File: src/rtl/rx_deframer_if.sv
// Bus bundle for rx_deframer: serial line, tick and control in, frame fields and status out.
interface rx_deframer_if;
  logic       baud_tick;
  logic       rx_in;
  logic [1:0] parity_type;
  logic [7:0] raw_data;
  logic       parity_bit;
  logic       start_bit;
  logic       stop_bit;
  logic       recieved_flag;
  logic       busy;

  modport master (
    output baud_tick, rx_in, parity_type,
    input  raw_data, parity_bit, start_bit, stop_bit, recieved_flag, busy
  );

  modport slave (
    input  baud_tick, rx_in, parity_type,
    output raw_data, parity_bit, start_bit, stop_bit, recieved_flag, busy
  );
endinterface

File: src/rtl/rx_deframer.sv
// UART receive deframer: synchronizes rx_in, walks start/data/parity/stop bits on
// oversampled ticks and publishes the raw frame fields with a one-clk flag.
module rx_deframer #(
  parameter int unsigned OVERSAMPLE = 16
) (
  input logic         clk,
  input logic         reset_n,
  rx_deframer_if.slave bus
);

  localparam int unsigned CntW = $clog2(OVERSAMPLE);
  localparam logic [CntW-1:0] HalfM1   = CntW'(OVERSAMPLE / 2 - 1);
  localparam logic [CntW-1:0] LastTick = CntW'(OVERSAMPLE - 1);

  typedef enum logic [2:0] {StIdle, StStart, StData, StParity, StStop, StDone} state_e;

  state_e          r_state;
  logic            r_sync1, r_sync2, r_sync3;
  logic [CntW-1:0] r_tick;
  logic [2:0]      r_bit_idx;
  logic [7:0]      r_shift;
  logic            r_par_s;
  logic            r_stop_s;
  logic [1:0]      r_ptype;
  logic [7:0]      r_raw;
  logic            r_parity_bit;
  logic            r_start_bit;
  logic            r_stop_bit;
  logic            r_flag;
  logic            r_busy;

  logic w_rx;
  logic w_fall;
  logic w_par_en;

  assign w_rx     = r_sync2;
  assign w_fall   = r_sync3 & ~r_sync2;
  assign w_par_en = (r_ptype == 2'b01) || (r_ptype == 2'b10);

  always_ff @(posedge clk or negedge reset_n) begin
    if (!reset_n) begin
      r_sync1 <= 1'b1;
      r_sync2 <= 1'b1;
      r_sync3 <= 1'b1;
    end else begin
      r_sync1 <= bus.rx_in;
      r_sync2 <= r_sync1;
      r_sync3 <= r_sync2;
    end
  end

  always_ff @(posedge clk or negedge reset_n) begin
    if (!reset_n) begin
      r_state      <= StIdle;
      r_tick       <= '0;
      r_bit_idx    <= '0;
      r_shift      <= '0;
      r_par_s      <= 1'b1;
      r_stop_s     <= 1'b1;
      r_ptype      <= 2'b00;
      r_raw        <= 8'h00;
      r_parity_bit <= 1'b1;
      r_start_bit  <= 1'b0;
      r_stop_bit   <= 1'b1;
      r_flag       <= 1'b0;
      r_busy       <= 1'b0;
    end else begin
      r_flag <= 1'b0;
      unique case (r_state)
        StIdle: begin
          if (w_fall) begin
            r_state   <= StStart;
            r_tick    <= '0;
            r_bit_idx <= '0;
            r_ptype   <= bus.parity_type;
            r_busy    <= 1'b1;
          end
        end
        StStart: begin
          if (bus.baud_tick) begin
            if (r_tick == HalfM1) begin
              r_tick <= '0;
              if (!w_rx) begin
                r_state <= StData;
              end else begin
                // Glitch shorter than half a bit: drop it silently.
                r_state <= StIdle;
                r_busy  <= 1'b0;
              end
            end else begin
              r_tick <= r_tick + CntW'(1);
            end
          end
        end
        StData: begin
          if (bus.baud_tick) begin
            if (r_tick == LastTick) begin
              r_tick    <= '0;
              r_shift   <= {w_rx, r_shift[7:1]};
              r_bit_idx <= r_bit_idx + 3'd1;
              if (r_bit_idx == 3'd7) begin
                r_state <= w_par_en ? StParity : StStop;
              end
            end else begin
              r_tick <= r_tick + CntW'(1);
            end
          end
        end
        StParity: begin
          if (bus.baud_tick) begin
            if (r_tick == LastTick) begin
              r_tick  <= '0;
              r_par_s <= w_rx;
              r_state <= StStop;
            end else begin
              r_tick <= r_tick + CntW'(1);
            end
          end
        end
        StStop: begin
          if (bus.baud_tick) begin
            if (r_tick == LastTick) begin
              r_tick   <= '0;
              r_stop_s <= w_rx;
              r_state  <= StDone;
            end else begin
              r_tick <= r_tick + CntW'(1);
            end
          end
        end
        StDone: begin
          r_raw        <= r_shift;
          r_parity_bit <= w_par_en ? r_par_s : 1'b1;
          r_start_bit  <= 1'b0;
          r_stop_bit   <= r_stop_s;
          r_flag       <= 1'b1;
          // An edge landing in this cycle starts the next frame directly.
          if (w_fall) begin
            r_state   <= StStart;
            r_tick    <= '0;
            r_bit_idx <= '0;
            r_ptype   <= bus.parity_type;
          end else begin
            r_state <= StIdle;
            r_busy  <= 1'b0;
          end
        end
        default: begin
          r_state <= StIdle;
          r_busy  <= 1'b0;
        end
      endcase
    end
  end

  assign bus.raw_data      = r_raw;
  assign bus.parity_bit    = r_parity_bit;
  assign bus.start_bit     = r_start_bit;
  assign bus.stop_bit      = r_stop_bit;
  assign bus.recieved_flag = r_flag;
  assign bus.busy          = r_busy;

endmodule

File: src/flat_wrapper.sv
// flat-port wrapper written by rule: the top's interface ports become plain ports
module rx_deframer_flat 
#(
  parameter int unsigned OVERSAMPLE = 16
)
  (clk, reset_n, bus_baud_tick, bus_rx_in, bus_parity_type, bus_raw_data, bus_parity_bit, bus_start_bit, bus_stop_bit, bus_recieved_flag, bus_busy);
  rx_deframer_if bus_i ();
  input logic clk;
  input logic reset_n;
  input wire logic [$bits(bus_i.baud_tick)-1:0] bus_baud_tick;
  input wire logic [$bits(bus_i.rx_in)-1:0] bus_rx_in;
  input wire logic [$bits(bus_i.parity_type)-1:0] bus_parity_type;
  output wire logic [$bits(bus_i.raw_data)-1:0] bus_raw_data;
  output wire logic [$bits(bus_i.parity_bit)-1:0] bus_parity_bit;
  output wire logic [$bits(bus_i.start_bit)-1:0] bus_start_bit;
  output wire logic [$bits(bus_i.stop_bit)-1:0] bus_stop_bit;
  output wire logic [$bits(bus_i.recieved_flag)-1:0] bus_recieved_flag;
  output wire logic [$bits(bus_i.busy)-1:0] bus_busy;
  assign bus_i.baud_tick = bus_baud_tick;
  assign bus_i.rx_in = bus_rx_in;
  assign bus_i.parity_type = bus_parity_type;
  assign bus_raw_data = bus_i.raw_data;
  assign bus_parity_bit = bus_i.parity_bit;
  assign bus_start_bit = bus_i.start_bit;
  assign bus_stop_bit = bus_i.stop_bit;
  assign bus_recieved_flag = bus_i.recieved_flag;
  assign bus_busy = bus_i.busy;
  rx_deframer #(.OVERSAMPLE(OVERSAMPLE)) u_core (.clk(clk), .reset_n(reset_n), .bus(bus_i));
endmodule
File: config.mk
export PLATFORM = sky130hd
export DESIGN_NAME = rx_deframer_flat
export DESIGN_NICKNAME = d
export VERILOG_FILES = /design/src/rtl/rx_deframer_if.sv /design/src/rtl/rx_deframer.sv /design/src/flat_wrapper.sv
export SDC_FILE = /design/constraint.sdc
export NUM_CORES = 1
export LEC_CHECK = 0
export BUFFER_PORTS_ARGS = -buffer_cell sky130_fd_sc_hd__clkbuf_2
export CORE_MARGIN = 2
export CORE_UTILIZATION = 57
export DETAILED_ROUTE_END_ITERATION = 10
export GPL_TIMING_DRIVEN = 0
export PLACE_DENSITY = 0.74
export REMOVE_ABC_BUFFERS = 1
export SYNTH_ARGS = -nofsm -noshare
export SYNTH_HDL_FRONTEND = slang
export SYNTH_SLANG_ARGS = --single-unit
File: constraint.sdc
create_clock -name clk -period 1.97 [get_ports clk]
set_input_delay 0.197 -clock clk [delete_from_list [all_inputs] [get_ports clk]]
set_output_delay 0.197 -clock clk [all_outputs]
set_load 0.005 [all_outputs]
==> impl_metrics.tcl <==
set metrics [dict create \
    status "completed" \
    slew_headroom 0.427 \
    rsz0062_at_grt "no" \
    ys_top_cells_by_area "dfrtp_1, dfstp_2, nand2_1, mux2_2, mux2_4" \
    synth_top_flop_cell "dfrtp_1" \
    clockRootBuffer "clkbuf_4" \
    maxCapViolations 0 \
    grt_max_degree 38 \
    layout_common_cells "nand2_1, dfrtp_1, clkbuf_2" \
    dieArea_sq_um 3640 \
    die_w_um 60.4 \
    drt_first_pass_iters 5 \
    startpoint "u_core.r_tick[0]" \
    worst-setup-path-type "flip-flop to flip-flop" \
    portBuffers 17 \
    ys_async_sr_fraction 1.00 \
    cts_max_level 2 \
    p_leak_nw 0.983 \
    die-height_um 60.4 \
    period_share 0.931 \
    initial_core_util 0.598 \
    worst-path-stages 6 \
    vdd_drop_max_mv 0.597 \
    ff2ff_setup_slack_ns 0.14 \
    syn_area_sq_um 1810 \
    synth_top_cell_area_share 0.415 \
    clock_sinks 37 \
    clock_skew_ns 0.00526 \
    synth.distinct_cells 46 \
    antenna_found_initial 0 \
    area_growth_pct 13.3 \
    critPathCaptureType "flip-flop" \
    synth.largest_area_cell "dfrtp_1" \
    finalHoldViolations 0 \
    clockBufferDepth 2 \
    crit_buf_inv 1 \
    gr-usage-met1 0.255 \
    finalNonFillerCells 228 \
    clk_latency_ns 0.34 \
    grt_pass1_wl_um 5580 \
    track_usage 0.212 \
    wl_um 3120 \
    n_fill_cell 232 \
    clk_pin_slew_ns 0.10 \
    rr_worst_depth 6 \
    fin_ws_ns 0.136 \
    worstPathArrival_ns 2.07 \
    crit_fanout 9 \
    whs_path_depth 2 \
    drt_iter0_markers 51 \
    powerDensity_nw_per_um2 1000 \
    grtUsageMet3 0.0704 \
    r2r-end "u_core.r_shift[1]" \
    gp_congestion 0.728 \
    drc 0 \
    final_common_cell "nand2_1" \
    grtUsageMet2 0.352 \
    core_region_area_sq_um 3030 \
    nets 192 \
    drive_gt1_frac 0.332 \
    holdCritPathClass "input pin to flip-flop" \
    crit-reg2reg-launch "u_core.r_tick[0]" \
    slowest_stage "dfrtp_1" \
    hold_path_end "u_core.r_ptype[0]" \
    cts_tree "yes" \
    cpPeakStageDelay_ns 0.41 \
    avgViaCountPerCell 5.46 \
    fin_util 0.677 \
    synth_edf_count 0 \
    grt_pass1_vias 1262 \
    drv_slew 0 \
    syn_avg_cell_area_sq_um 11.2 \
    worstPathCellList "ha_1 > and2_4 > nand3_4 > nor3b_4 > buf_12 > mux2_2" \
    cp_data_required_time_ns 2.20 \
    crit_path_start_kind "flip-flop" \
    ios 19 \
    wl_per_cell_um 13.7 \
    setup_violations 0 \
    dpl.hpwl_um 2170 \
    dp_cells 216 \
    holdCritStartpoint "bus_parity_type[0]" \
    core.rowCount 20 \
    grt_overflow 0 \
    worst_pin_slew_ns 0.860 \
    busiest_layer "met2" \
    path_delay_family "simple AND/OR/NAND/NOR gates" \
    fmax_mhz 545 \
    cts_inserted_buffers 5 \
    ys_seq_elements 37 \
    vias 1246 \
    ys_seq_area_frac 0.516 \
    fin_crit_ns 1.83 \
    synth_warnings 0 \
    netlist_instances 161 \
    place_ws_ns -0.157 \
    ant_nets 0 \
    diodes 0 \
]
[report_power, final]
part	switching (mW)	internal (mW)	total, mW
Clock	0.236	0.303	0.539
Combinational	0.232	0.243	0.475
Sequential	0.171	0.876	1.05
[state kept, by name, summed over array words and instances (netlist names)]
| name | flops |
|---|---|
| u_core.bus.raw_data | 8 |
| u_core.r_shift | 8 |
| u_core.r_tick | 4 |
| u_core.r_bit_idx | 3 |
| u_core.r_state | 3 |
| u_core.r_ptype | 2 |
| u_core.bus.busy | 1 |
| u_core.bus.parity_bit | 1 |
| u_core.bus.recieved_flag | 1 |
| u_core.bus.stop_bit | 1 |
| u_core.r_par_s | 1 |
| u_core.r_stop_s | 1 |
| u_core.r_sync1 | 1 |
| u_core.r_sync2 | 1 |
| u_core.r_sync3 | 1 |
[cells by family after synthesis]
logic type,after synthesis,synth area share
AND/OR/NAND/NOR,70,0.220
multiplexers,14,0.0961
AO/OA/AOI/OAI,23,0.100
other,1,0.00207
XOR/XNOR,2,0.00968
adder cells (fa/ha/maj),3,0.0207
flip-flops,37,0.516
buffers and inverters,11,0.0352
[synth_stat cells, drive strengths merged, types with 2 or more instances]
library cell	instances
nor3b	4
nand4	2
o311ai	2
nand2	38
inv	4
mux2i	2
buf	4
and2b	2
clkbuf	2
o21ai	9
nor2	7
nand4b	2
nand3	4
dfrtp	30
a21oi	6
a22o	3
dfstp	7
or3	2
mux2	12
ha	3
[metal layers]
layer  part of all wire  wire length [um]
met1               0.45              1400
met2               0.50              1550
met3              0.039               122
met4              0.016                51
met5                  0                 0
[per-stage QoR]
step | hold slack (ns) | TNS (ns) | cell area (sq um) | power [mW]
after global placement | 0.287 | -0.558 | 1910 | 1.49
after detailed placement | 0.287 | -0.966 | 1910 | 1.53
after global routing | 0.0772 | 0 | 2050 | 2.20
after floorplan | -0.0986 | 0 | 1770 | 1.40
after CTS | 0.0817 | 0 | 2040 | 2.07
final | 0.0893 | 0 | 2050 | 2.06
[layout make-up]
type / instances / area, sq um / share of cell area
Sequential cell: 37 / 938 / 0.458
Clock inverter: 1 / 30.0 / 0.0146
Clock buffer: 7 / 55.1 / 0.0268
Tap cell: 44 / 55.1 / 0.0268
Multi-Input combinational cell: 113 / 821 / 0.400
Timing Repair Buffer: 21 / 133 / 0.0647
Inverter: 5 / 18.8 / 0.00915
[worst max path at each step]
stage / endpoint / slack [ns]
floorplan: u_core.r_shift[0] / 0.09
global placement: u_core.r_shift[7] / -0.10
detailed placement: u_core.r_shift[0] / -0.16
CTS: u_core.r_ptype[1] / 0.02
global route: u_core.r_shift[1] / 0.06
finish: u_core.r_shift[1] / 0.14
[timing repair]
action                                  4_1_cts  5_1_grt
gates cloned                                  0        0
pin swaps                                     1        0
hold buffers                                  2        0
endpoints found under the hold margin        31        0
resized for setup                             1        3
endpoints found under the setup margin       10       12
setup buffers                                 2        0
Power figures use the tool's default switching activity.
